## src/rtl/mod_reduce_25519.sv

```systemverilog
`default_nettype none
// ============================================================================
// Module      : mod_reduce_25519
// Description : Sequential reduction of a 512-bit unsigned product modulo
//               p = 2^255 - 19. Three folding passes (2^256 = 38, 2^255 = 19)
//               followed by one conditional subtraction of p.
// Ports       : clk, rst          - clock, synchronous active-high reset
//               in_valid/in_ready - input handshake, prod [2N-1:0]
//               out_valid/out_ready - output handshake, res [N-1:0]
//               busy              - high whenever the FSM is not idle
//               done_cnt [15:0]   - completed-handshake counter, present only
//                                   when macro MODRED_CNT_EN is defined
// Revision    : 1.0 - initial release
// ============================================================================
module mod_reduce_25519 #(
  parameter int N = 256  // operand width; only 256 is supported
) (
  input  logic             clk,
  input  logic             rst,
  input  logic             in_valid,
  output logic             in_ready,
  input  logic [2*N-1:0]   prod,
  output logic             out_valid,
  input  logic             out_ready,
  output logic [N-1:0]     res,
  output logic             busy
`ifdef MODRED_CNT_EN
  ,
  output logic [15:0]      done_cnt
`endif
);

  typedef enum logic [2:0] {
    IDLE  = 3'd0,
    FOLD1 = 3'd1,
    FOLD2 = 3'd2,
    FOLD3 = 3'd3,
    SUB   = 3'd4,
    DONE  = 3'd5
  } state_t;

  localparam logic [255:0] P = (256'd1 << 255) - 256'd19;

  state_t state;

  // The accumulator must hold the raw product on load; after the first fold
  // the value fits in 263 bits and the upper bits stay zero.
  logic [2*N-1:0] acc;

  logic [262:0] fold1_sum;
  logic [255:0] fold2_sum;
  logic [255:0] fold3_sum;
  logic [255:0] sub_res;

  // acc[255:0] + 38*acc[511:256] < 39*2^256 < 2^262: no overflow in 263 bits.
  assign fold1_sum = 263'(acc[255:0]) + 263'(acc[511:256]) * 263'(38);
  // acc[254:0] + 19*acc[262:255] < 2^255 + 4845: fits in 256 bits.
  assign fold2_sum = 256'(acc[254:0]) + 256'(acc[262:255]) * 256'(19);
  // If bit 255 is set the low part is below 4845, so the result is < 2^255.
  assign fold3_sum = 256'(acc[254:0]) + (acc[255] ? 256'd19 : 256'd0);
  // Input here is < 2^255 < 2p, so a single subtraction is enough.
  assign sub_res   = (acc[255:0] >= P) ? (acc[255:0] - P) : acc[255:0];

  assign res = N'(acc[254:0]);

  always_ff @(posedge clk) begin
    if (rst) begin
      state     <= IDLE;
      acc       <= '0;
      in_ready  <= 1'b1;
      out_valid <= 1'b0;
      busy      <= 1'b0;
    end else begin
      case (state)
        IDLE: begin
          if (in_valid && in_ready) begin
            acc      <= prod;
            state    <= FOLD1;
            in_ready <= 1'b0;
            busy     <= 1'b1;
          end
        end
        FOLD1: begin
          acc   <= (2*N)'(fold1_sum);
          state <= FOLD2;
        end
        FOLD2: begin
          acc   <= (2*N)'(fold2_sum);
          state <= FOLD3;
        end
        FOLD3: begin
          acc   <= (2*N)'(fold3_sum);
          state <= SUB;
        end
        SUB: begin
          acc       <= (2*N)'(sub_res);
          state     <= DONE;
          out_valid <= 1'b1;
        end
        DONE: begin
          if (out_ready) begin
            state     <= IDLE;
            out_valid <= 1'b0;
            in_ready  <= 1'b1;
            busy      <= 1'b0;
          end
        end
        default: begin
          state     <= IDLE;
          in_ready  <= 1'b1;
          out_valid <= 1'b0;
          busy      <= 1'b0;
        end
      endcase
    end
  end

`ifdef MODRED_CNT_EN
  // Free-running count of completed output handshakes; wraps naturally.
  always_ff @(posedge clk) begin
    if (rst) begin
      done_cnt <= 16'd0;
    end else if (state == DONE && out_ready) begin
      done_cnt <= done_cnt + 16'd1;
    end
  end
`endif

endmodule
`default_nettype wire

```

## config.mk

```make
export PLATFORM = sky130hd
export DESIGN_NAME = mod_reduce_25519
export DESIGN_NICKNAME = d
export VERILOG_FILES = /design/src/rtl/mod_reduce_25519.sv
export SDC_FILE = /design/constraint.sdc
export NUM_CORES = 2
export LEC_CHECK = 0
export CORE_ASPECT_RATIO = 1.4
export CORE_UTILIZATION = 36
export DETAILED_ROUTE_END_ITERATION = 12
export PLACE_DENSITY_LB_ADDON = 0.15
export SYNTH_ARGS = -nofsm -noshare
export SYNTH_HDL_FRONTEND = slang
export SYNTH_SLANG_ARGS = --single-unit
export TNS_END_PERCENT = 30
```

## constraint.sdc

```tcl
create_clock -name clk -period 24.6 [get_ports clk]
set_clock_uncertainty 0.15 [all_clocks]
set_input_delay 7.38 -clock clk [delete_from_list [all_inputs] [get_ports clk]]
set_output_delay 7.38 -clock clk [all_outputs]
set_load 0.01 [all_outputs]
```

**After elaboration in Yosys (flattened, before gate mapping)**

Index checks and enable logic that the tools add are counted.

- Output and inout port bits: 259
- Flip-flop bits (word level): 518
- Input port bits: 516
- Word-level logic and storage cells: 47

- Multiplexer cells: 14
- Multipliers: 2
- Magnitude comparators: 1
- Reduce and logical (&&, ||, !) cells: 10
- Equality and inequality tests: 8
- Bitwise gates (word level): 2
- $add $sub $neg: 4

Operator list:

| cell | number |
|---|---|
| one-hot mux 512 bit (5 select lines) | 1 |
| 2-to-1 mux 512 bit | 1 |
| adder 256 x 262 -> 263 bit | 1 |
| multiplier 256 x 5 -> 261 bit, second input constant | 1 |
| adder 255 x 13 -> 256 bit | 1 |
| adder 255 x 5 -> 256 bit | 1 |
| >= comparator 256 x 255 -> 1 bit, second input constant | 1 |
| 2-to-1 mux 256 bit | 1 |
| subtractor 256 x 255 -> 256 bit, second input constant | 1 |
| one-hot mux 3 bit (6 select lines) | 1 |
| multiplier 8 x 5 -> 13 bit, second input constant | 1 |
| one-hot mux 1 bit (3 select lines) | 3 |
| OR reduction 4 bit | 2 |
| == test 3 x 2 -> 1 bit, second input constant | 2 |
| == test 3 bit, second input constant | 2 |
| 2-to-1 mux 3 bit | 2 |
| inequality test 2 bit, second input constant | 3 |
| AND reduction 2 bit | 3 |
| AND reduction 3 bit | 2 |
| 2-to-1 mux 5 bit | 1 |
| nonzero test 5 bit | 1 |
| 2-to-1 mux 1 bit | 4 |
| == test 3 x 1 -> 1 bit, second input constant | 1 |
| zero test 3 bit | 1 |
| 2 further kinds | 3 |

**Longest topological paths before layout**

- Depth in word-level cells: 4
- Gate-level depth with buffers: 40
- Depth with buffers taken out: 38

**Worst setup path before layout**

OpenSTA, ideal clock, no wires.

- Kind: input to register
- Start: input in_valid
- End: register acc[199]
- Setup time: 133 ps
- Setup slack: 15,445 ps
- Data required time: 24,317 ps
- Cell stages on the path: 11
- Buffers on the path: 1
- Arrival time: 8,872 ps
- Cells stage by stage: nand2_1 nand2b_1 and2_1 o31ai_1 nor2_1 clkbuf_1 o31ai_1 a221oi_1 o21ai_0 a21oi_1 nor4_1

- Word-level cells in the longest chain between the ends: 3

RTL lines:

| item | line | RTL |
|---|---|---|
| from (decl) | 20 | `input logic in_valid,` |
| logical AND 1 bit | 76 | `if (in_valid && in_ready) begin` |
| inequality test 2 bit (no line) | - |  |
| AND reduction 3 bit (no line) | - |  |
| to (signal assigned) | 77 | `acc <= prod;` |
| to (signal assigned) | 84 | `acc <= (2*N)'(fold1_sum);` |
| to (signal assigned) | 88 | `acc <= (2*N)'(fold2_sum);` |
| to (decl) | 48 | `logic [2*N-1:0] acc;` |

Every way passes these cells.
A chain may end at the register's enable or synchronous reset.

**Final worst setup path**

- Start: register acc[261]
- End: register acc[260]

- Word-level cells in the longest chain between the ends: 3

RTL lines:

| item | line | RTL |
|---|---|---|
| multiplier 256 x 5 -> 261 bit | 56 | `assign fold1_sum = 263'(acc[255:0]) + 263'(acc[511:256]) * 263'(38);` |
| adder 256 x 262 -> 263 bit | 56 |  |
| one-hot mux 512 bit (5 select lines) | 74 | `case (state)` |

Every way passes these cells.

==> impl_metrics.json <==
{
  "cts_buffers": 74,
  "power_density_nw_per_um2": 70.1,
  "grt_pass1_wl_mm": 840,
  "fmax_mhz": 78.3,
  "ir_drop_mv": 0.0716,
  "route.antenna.remaining_nets": 0,
  "seq_area_frac_synth_pct": 11.0,
  "grt_max_degree": 129,
  "setup_viol": 0,
  "pin_count": 775,
  "area_growth_syn_to_layout_pct": 13.1,
  "critPathBufInv": 3,
  "worstPathMaxFanout": 7,
  "core-area_sq_um": 259000,
  "numClockSinks": 518,
  "gr-total-overflow": 0,
  "max_cap_viol_count": 5,
  "synth_nets": 15800,
  "yosys_warnings": 0,
  "cts_hold_buffers": 0,
  "regArea_sq_um": 10400,
  "fin_crit_ns": 12.77,
  "num-fill-cells": 28700,
  "async_flop_share_pct": 0,
  "grt_pass1_vias": 107000,
  "cp.depth": 36,
  "start_util_pct": 36.3,
  "p_leak_uw": 0.0420,
  "ys_types": 110,
  "min_period_over_period_pct": 51.9,
  "wire_per_inst_um": 34.5,
  "drcViolationCount": 0,
  "post-cts-setup-buffers": 0,
  "finalMaxSlewViolations": 17,
  "dieWidth_um": 434,
  "port_buffers": 773,
  "critPathTopFamily": "compound AO/OA/AOI/OAI gates",
  "h-tree-depth": 3,
  "drive_above_1_share_pct": 4.39,
  "ctsResizeCount": 0,
  "violations": "max-capacitance violations, max-slew violations",
  "cts_tree": "built",
  "r2r_cells": 36,
  "hold-path-cell-count": 2,
  "vias_per_cell": 6.39,
  "rsz0062_at_grt": "false",
  "num_vias": 114000,
  "num_rows": 221,
  "nets": 15900,
  "clkTransAtPathRegs_ns": 0.06,
  "crit_path_max_incr_delay_ns": 0.86,
  "slew_headroom_pct": -4.76,
  "dieArea_sq_um": 263000,
  "synth_flop_cell": "dfxtp_1",
  "cp.arrival_ns": 13.22,
  "crit_slowest_cell": "o21bai_1",
  "cts.path.max_buffers": 3,
  "fin_cells": 17800,
  "die_y_um": 606,
  "post-dp-hpwl_mm": 501,
  "syn_area_sq_um": 94000,
  "hold_class": "reg2reg",
  "status": "complete, but fails checks",
  "critPathRequiredTime_ns": 25.06,
  "antenna_found_initial": 78,
  "multi_input_area_sq_um": 72900,
  "synth.avg_cell_area_sq_um": 6.60,
  "worst_pin_slew_ns": 1.57,
  "synth_edf_count": 0,
  "synthCells": 14200,
  "firstDrtPassIters": 11,
  "routed_wl_mm": 615,
  "worstSkewPairLatency_ns": 0.77,
  "clockRootBuffer": "clkbuf_16",
  "synth_seq_cells": 518,
  "cp-start-kind": "flip-flop",
  "drt_iter0_markers": 14100,
  "grtUsageTotal_pct": 45.0,
  "critPathKind": "reg2reg",
  "tns_ns": 0,
  "gp_congestion": 1.18,
  "hold_viol_final": 0,
  "place_inst": 17600,
  "critPathCaptureType": "flip-flop"
}
## path summary, 6_finish.rpt
| kind | slack (ns) | startpoint | endpoint |
|---|---|---|---|
| worst min-delay path | 0.30 | acc[121] | acc[121] |
| worst max register to register | 11.83 | acc[261] | acc[260] |
| worst max-delay path | 11.83 | acc[261] | acc[260] |
| worst min register to register | 0.30 | acc[121] | acc[121] |
## power breakdown
part	total, uW	internal (uW)	switching, uW
Clock	1220	697	527
Combinational	4890	1580	3310
Sequential	1340	979	360
## tightest hold or removal path: cells and delay by family (launching register included)
family	cells	cell delay (ns)
compound gates	1	0.05
simple gates	1	0.04
flops	1	0.33
## per-layer routing
layer  GRT usage, %  part of all wire [%]  vias up
li1               -                     -    49700
met1           51.1                    36    54900
met2           68.4                    43     7113
met3           13.6                    10     2122
met4           39.0                    10       36
met5              0                 0.043        -
## stage by stage
step | worst slack [ns] | instance area [sq um] | power, uW | util [%] | hold slack [ns]
after CTS | 12.28 | 106000 | 7260 | 40.9 | 0.308
after global routing | 11.39 | 106000 | 7730 | 41.0 | 0.336
after global placement | 12.41 | 103000 | 6020 | 39.9 | 0.287
after floorplan | 15.45 | 94000 | 4140 | - | 0.331
after detailed placement | 12.33 | 103000 | 6020 | 39.9 | 0.294
final | 11.83 | 106000 | 7450 | 41.0 | 0.304
## kinds of logic after synthesis
| kind of cell | share of synthesized area, % |
|---|---|
| other | 0.00399 |
| DFF | 11.0 |
| and+or+nand+nor | 24.1 |
| muxes | 0.101 |
| AOI/OAI and AO/OA | 26.7 |
| adders and majority gates | 16.8 |
| buffers and inverters | 11.8 |
| xor gates and xnor gates | 9.49 |
## flip-flops by register name, summed over array words and instances, names as in the netlist
register / cells
in_ready: 1
busy: 1
out_valid: 1
state: 3
acc: 512
## cells in the mapped netlist, drive strengths merged, types with 119 or more instances
| master | number | area, sq um |
|---|---|---|
| nand3 | 341 | 1720 |
| o21ai | 942 | 4720 |
| nor4 | 193 | 1250 |
| a22oi | 287 | 2150 |
| dfxtp | 518 | 10400 |
| a21oi | 1391 | 6970 |
| nand2 | 1385 | 5200 |
| or3 | 123 | 769 |
| ha | 833 | 10400 |
| clkbuf | 801 | 3010 |
| nor3 | 420 | 2110 |
| a21o | 210 | 1580 |
| xor2 | 438 | 3840 |
| o21bai | 170 | 1280 |
| o22ai | 124 | 776 |
| and3 | 126 | 788 |
| xnor2 | 579 | 5070 |
| a221oi | 119 | 1050 |
| nor2 | 1448 | 5440 |
| fa | 267 | 5350 |
| buf | 338 | 2290 |
| nand4 | 443 | 2770 |
| inv | 1539 | 5780 |
## layout by cell type (no fill, tap or decap), types with 339 or more instances in the layout
master,n
xnor2_1,579
nor2_1,1432
nand2_1,1378
inv_1,1538
nand3_1,339
clkdlybuf4s50_1,772
nor3_1,406
dfxtp_1,515
xor2_1,435
o21ai_0,917
nand4_1,443
ha_1,833
a21oi_1,1388
## cell type report
type | count | share of cell area [%]
diodes | 63 | 0.148
clock buffers | 98 | 1.94
clock inverters | 35 | 0.466
inverters | 1539 | 5.44
multi-input cells | 11000 | 68.6
flip-flops and latches | 518 | 9.77
well taps | 3456 | 4.07
repair buffers | 1087 | 9.56
Power figures use the tool's default switching activity.
